### config.mk
export PLATFORM = sky130hd
export DESIGN_NAME = vector_fetch
export DESIGN_NICKNAME = d
export VERILOG_FILES = /design/src/rtl/bdpu_pkg.sv /design/src/rtl/vector_fetch.sv
export SDC_FILE = /design/constraint.sdc
export NUM_CORES = 1
export LEC_CHECK = 0
export BUFFER_PORTS_ARGS = -buffer_cell sky130_fd_sc_hd__buf_4
export CAP_MARGIN = 20
export CORE_AREA = 2 2 412 414
export CTS_BUF_LIST = sky130_fd_sc_hd__clkbuf_4
export DETAILED_ROUTE_END_ITERATION = 16
export DIE_AREA = 0 0 414 416
export PLACE_DENSITY_LB_ADDON = 0.05
export SYNTH_ARGS = -nofsm -noshare
export SYNTH_HDL_FRONTEND = slang
export SYNTH_SLANG_ARGS = --single-unit
### constraint.sdc
create_clock -name clk -period 2.2 [get_ports clk]
set_input_delay 0.11 -clock clk [delete_from_list [all_inputs] [get_ports clk]]
set_output_delay 0.11 -clock clk [all_outputs]
set_load 0.02 [all_outputs]
### src/rtl/bdpu_pkg.sv
// Shared definitions for the bdpu datapath: default widths common to ram and
// vector_fetch, and the vector_fetch sequencer state encoding.
package bdpu_pkg;

  localparam int VAR_WIDTH_DEF  = 32;
  localparam int ADD_WIDTH_DEF  = 10;
  localparam int PIPE_WIDTH_DEF = 16;

  typedef enum logic [1:0] {
    IDLE  = 2'd0,
    RUN   = 2'd1,
    DRAIN = 2'd2
  } vf_state_t;

endpackage

### src/rtl/vector_fetch.sv
// Read-side sequencer: streams a run of full ram rows out as wide vectors,
// using the ram output register as the holding stage under backpressure.
module vector_fetch
  import bdpu_pkg::*;
#(
  parameter int varWIDTH   = VAR_WIDTH_DEF,
  parameter int ADD_WIDTH  = ADD_WIDTH_DEF,
  parameter int PIPE_WIDTH = PIPE_WIDTH_DEF,
  localparam int ROW_W     = ADD_WIDTH - $clog2(PIPE_WIDTH)
) (
  input  logic                           clk,
  input  logic                           rst_n,
  input  logic                           start,
  input  logic [ROW_W-1:0]               base_row,
  input  logic [ROW_W:0]                 num_rows,
  output logic                           busy,
  output logic                           done,
  output logic [ADD_WIDTH-1:0]           ram_add,
  output logic                           ram_cs,
  output logic                           ram_oe,
  output logic                           ram_we,
  input  logic [varWIDTH*PIPE_WIDTH-1:0] ram_data_out,
  output logic [varWIDTH*PIPE_WIDTH-1:0] vec_data,
  output logic                           vec_valid,
  input  logic                           vec_ready,
  output logic                           vec_last
);

  localparam int OFF_W = $clog2(PIPE_WIDTH);

  vf_state_t        r_state;
  vf_state_t        w_state_nxt;
  logic [ROW_W-1:0] r_row;
  logic [ROW_W:0]   r_remaining;
  logic             r_vec_valid;
  logic             r_vec_last;
  logic             r_done;
  logic             w_issue;
  logic             w_handshake;
  logic             w_launch;
  logic             w_done_nxt;
  logic             w_rem_one;

  // A new read may only be issued once the ram output register is free to be overwritten.
  always_comb begin
    w_issue     = 1'b0;
    w_handshake = r_vec_valid && vec_ready;
    w_launch    = (r_state == IDLE) && start;
    w_rem_one   = (r_remaining == (ROW_W + 1)'(1));
    if ((r_state == RUN) && (r_remaining != {(ROW_W + 1){1'b0}}) &&
        (!r_vec_valid || vec_ready)) begin
      w_issue = 1'b1;
    end else begin
      w_issue = 1'b0;
    end
  end

  always_comb begin
    w_state_nxt = r_state;
    w_done_nxt  = 1'b0;
    case (r_state)
      IDLE: begin
        if (start) begin
          if (num_rows == {(ROW_W + 1){1'b0}}) begin
            w_state_nxt = IDLE;
            w_done_nxt  = 1'b1;
          end else begin
            w_state_nxt = RUN;
          end
        end else begin
          w_state_nxt = IDLE;
        end
      end
      RUN: begin
        if (w_issue && w_rem_one) begin
          w_state_nxt = DRAIN;
        end else begin
          w_state_nxt = RUN;
        end
      end
      DRAIN: begin
        if (w_handshake) begin
          w_state_nxt = IDLE;
          w_done_nxt  = 1'b1;
        end else begin
          w_state_nxt = DRAIN;
        end
      end
      default: begin
        w_state_nxt = IDLE;
      end
    endcase
  end

  always_ff @(posedge clk or negedge rst_n) begin
    if (!rst_n) begin
      r_state <= IDLE;
      r_done  <= 1'b0;
    end else begin
      r_state <= w_state_nxt;
      r_done  <= w_done_nxt;
    end
  end

  // Row pointer wraps naturally at 2^ROW_W.
  always_ff @(posedge clk or negedge rst_n) begin
    if (!rst_n) begin
      r_row       <= {ROW_W{1'b0}};
      r_remaining <= {(ROW_W + 1){1'b0}};
    end else if (w_launch) begin
      r_row       <= base_row;
      r_remaining <= num_rows;
    end else if (w_issue) begin
      r_row       <= r_row + ROW_W'(1);
      r_remaining <= r_remaining - (ROW_W + 1)'(1);
    end
  end

  always_ff @(posedge clk or negedge rst_n) begin
    if (!rst_n) begin
      r_vec_valid <= 1'b0;
      r_vec_last  <= 1'b0;
    end else if (w_issue) begin
      r_vec_valid <= 1'b1;
      r_vec_last  <= w_rem_one;
    end else if (w_handshake) begin
      r_vec_valid <= 1'b0;
      r_vec_last  <= 1'b0;
    end
  end

  assign busy      = (r_state != IDLE);
  assign done      = r_done;
  assign ram_add   = {r_row, {OFF_W{1'b0}}};
  assign ram_cs    = w_issue;
  assign ram_oe    = w_issue;
  assign ram_we    = 1'b0;
  assign vec_data  = ram_data_out;
  assign vec_valid = r_vec_valid;
  assign vec_last  = r_vec_last;

endmodule

==> impl_metrics.tcl <==
set metrics [dict create \
    gp_congestion 0.5442 \
    switchingPower_mw 1.259 \
    syn_to_final_growth_pct -13.16 \
    synth_edf_count 0 \
    synth_xor_area_share_pct 0 \
    power_density_nw_per_um2 557.6 \
    dp_hpwl_mm 23.70 \
    cp.depth 7 \
    finalNetCount 706 \
    setup_violations 0 \
    synthCells 634 \
    arrival_ns 2.01 \
    die_w_um 414 \
    synthAdderAreaFrac_pct 1.009 \
    drive_above_1_share_pct 38.01 \
    clockPowerShare_pct 9.9 \
    switching_share_pct 52.40 \
    vias 1907 \
    cap_violations 0 \
    crit_fanout 6 \
    grt_pass1_wl_mm 31.96 \
    clk_latency_ns 0.36 \
    p_leak_nw 0.7432 \
    status "finished, final reports clean" \
    antenna_found_initial 4 \
    ys_seq_area_share_pct 9.077 \
    core_area_um2 168100 \
    synth.area.top_cells "buf_4, dfrtp_1, nand2_1, ha_1, nor2_1" \
    wl_per_cell_um 11.43 \
    fin_crit_sh_pct 96.37 \
    synth_compound_area_share_pct 4.362 \
    clock-sinks 18 \
    synth_top_family_by_area "buffers and inverters" \
    drtIter0Drc 74 \
    endpoint "ram_oe" \
    grt-ovfl-total 0 \
    synth_most_common_cell "buf_4" \
    cp_num_buf_inv 4 \
    critPathRequiredTime_ns 2.09 \
    clock_path_buffers 2 \
    crit_family "buffers and inverters" \
    first_pass_iters 4 \
    internal-power_mw 1.144 \
    r2r_cells 8 \
    power_frac_comb_pct 64.6 \
    final_core_util_pct 2.563 \
    crit_path_start "r_remaining[0]$_DFFE_PN0P_" \
    slew_violations 0 \
    synth_area_um2 4962 \
    synthMuxAreaShare_pct 0.7060 \
    n_fill_cell 20119 \
    hp-class "in2reg" \
    cts_tree "yes" \
    rr_startpoint "r_remaining[0]$_DFFE_PN0P_" \
    cts-root-buf "clkbuf_4" \
    yosys.area_share.simple_pct 5.598 \
    placed_area_um2 4197 \
    cts_made_buffers 3 \
    initial_utilization_pct 2.951 \
    start_kind "flip-flop" \
    timing.fmax_ghz 0.4717 \
    period_minus_slack_ns 2.120 \
    die_area_um2 172200 \
    vias_per_cell 0.7979 \
    port_buffers 28 \
    cp_slowest_cell "dfrtp_1" \
    path_cells "inv_2 > ha_4 > or3b_4 > o211ai_4 > inv_6 > buf_6 > buf_12" \
    first_global_vias 2231 \
    drtAntennaViolNets 0 \
    critical_path_class "reg2out" \
    path_clk_slew_ns 0.18 \
    grt_setup_unrepaired "yes" \
    synthArstFlopShare_pct 100.0 \
    ys_ff_latch 18 \
    synth.distinct_cells 42 \
    end_kind "primary output" \
    netlist.area_leader.share_pct 78.37 \
    final_design_area_no_fill_um2 4309 \
    row_count 151 \
    syn_avg_cell_area_um2 7.827 \
    synthTopCellsByCount "buf_4, dfrtp_1, nand2_1" \
    ios 1058 \
    synth-warning-count 0 \
    drc 0 \
    reg2reg_slack_ns 0.10 \
    wl_mm 27.32 \
    ys.flop_type "dfrtp_1" \
    dp_cells 2380 \
    skew_ns 0.01907 \
    tightest_slew_ns 0.5346 \
    yosysTopAreaCell "buf_4" \
    layout.cells.non_filler 2390 \
    die_h_um 416 \
    peakVddDrop_mv 0.1822 \
    regToRegEndpoint "r_row[3]$_DFFE_PN0P_" \
    max_stage_delay_ns 0.43 \
    grt_usage_pct 2.987 \
    grt_max_degree 19 \
    seqPwrFrac_pct 25.5 \
    hold_viol 0 \
    cts_max_level 1 \
    slew_headroom_pct 64.09 \
]
## repair_timing
action                     in CTS  in global routing
hold buffers                    2                  0
gates resized for setup        11                  0
setup buffers                   4                  0
setup endpoints to repair       2                  2
hold endpoints to repair       19                  0
pin swaps                       1                  0
## metrics by stage
stage	power, mW	TNS, ns	worst slack [ns]	hold slack, ns
after floorplan	2.592	0	0.2512	-0.1856
after global placement	2.259	0	0.05262	0.09041
after detailed placement	2.212	0	0.06637	0.08129
after CTS	2.591	0	0.008684	0.02505
after global routing	2.664	-0.05875	-0.03517	0.01071
final	2.403	0	0.07986	0.03298
## power groups by stage
stage,clock [mW],combinational (mW),sequential [mW]
global placement,0,1.62,0.639
floorplan,0,1.93,0.663
finish,0.237,1.55,0.613
detailed placement,0,1.58,0.628
global route,0.279,1.74,0.643
CTS,0.269,1.70,0.626
## routing by layer
layer	vias to the layer above	GRT usage [%]	routed length (µm)
met2	448	4.837	12830
met1	745	1.980	6350
met3	172	3.424	6628
met4	2	1.527	1386
li1	540	-	-
met5	-	0.5835	124
## how the worst min path moves through the flow
stage	start	end	slack (ns)	depth (start not counted)
6_report	num_rows[6]	r_remaining[6]$_DFFE_PN0P_	0.03	3
5_1_grt	num_rows[6]	r_remaining[6]$_DFFE_PN0P_	0.01	3
4_1_cts	num_rows[6]	r_remaining[6]$_DFFE_PN0P_	0.03	3
3_5_place_dp	rst_n	vec_last$_DFFE_PN0P_	0.08	1
3_3_place_gp	rst_n	done$_DFF_PN0_	0.09	1
2_1_floorplan	rst_n	done$_DFF_PN0_	-0.19	0
## sequential cells by signal (all words and copies together) (netlist names)
name / flops
r_state: 2
r_remaining: 7
vec_valid: 1
done: 1
vec_last: 1
r_row: 6
## worst register-to-register path, cell delays in order (launching register included)
cell      delay (ns)
dfrtp_1         0.43
inv_2           0.10
ha_4            0.14
or3b_4          0.40
o211ai_4        0.22
inv_6           0.08
buf_4           0.15
mux2_4          0.28
o221a_1         0.22
## cell families (layout without fill, tap and decap cells)
| group | Yosys count | in the layout |
|---|---|---|
| other cells | 1 | 6 |
| fa+ha+maj | 4 | 4 |
| flops | 18 | 18 |
| buf+inv | 528 | 61 |
| compound gates | 26 | 26 |
| simple gates | 54 | 54 |
| mux | 3 | 3 |
## placed cells by master (no fill, tap or decap), types with 3 or more instances in the layout
cell	count
nand3_1	7
nand2_1	17
a21oi_1	5
ha_1	3
nor2_1	10
conb_1	5
clkbuf_4	3
nor3_1	5
inv_1	3
o211ai_1	3
dfrtp_1	18
buf_4	47
## layout make-up
| class | instances | area [µm²] | share of cell area (%) |
|---|---|---|---|
| well taps | 2218 | 2775 | 64.40 |
| multi-input cells | 92 | 615.6 | 14.29 |
| flip-flops and latches | 18 | 450.4 | 10.45 |
| repair buffers | 52 | 415.4 | 9.640 |
| inverters | 6 | 27.53 | 0.6388 |
| clock buffers | 3 | 22.52 | 0.5226 |
| diodes | 1 | 2.502 | 0.05807 |
Note: power is estimated with default switching activity, not from simulation.
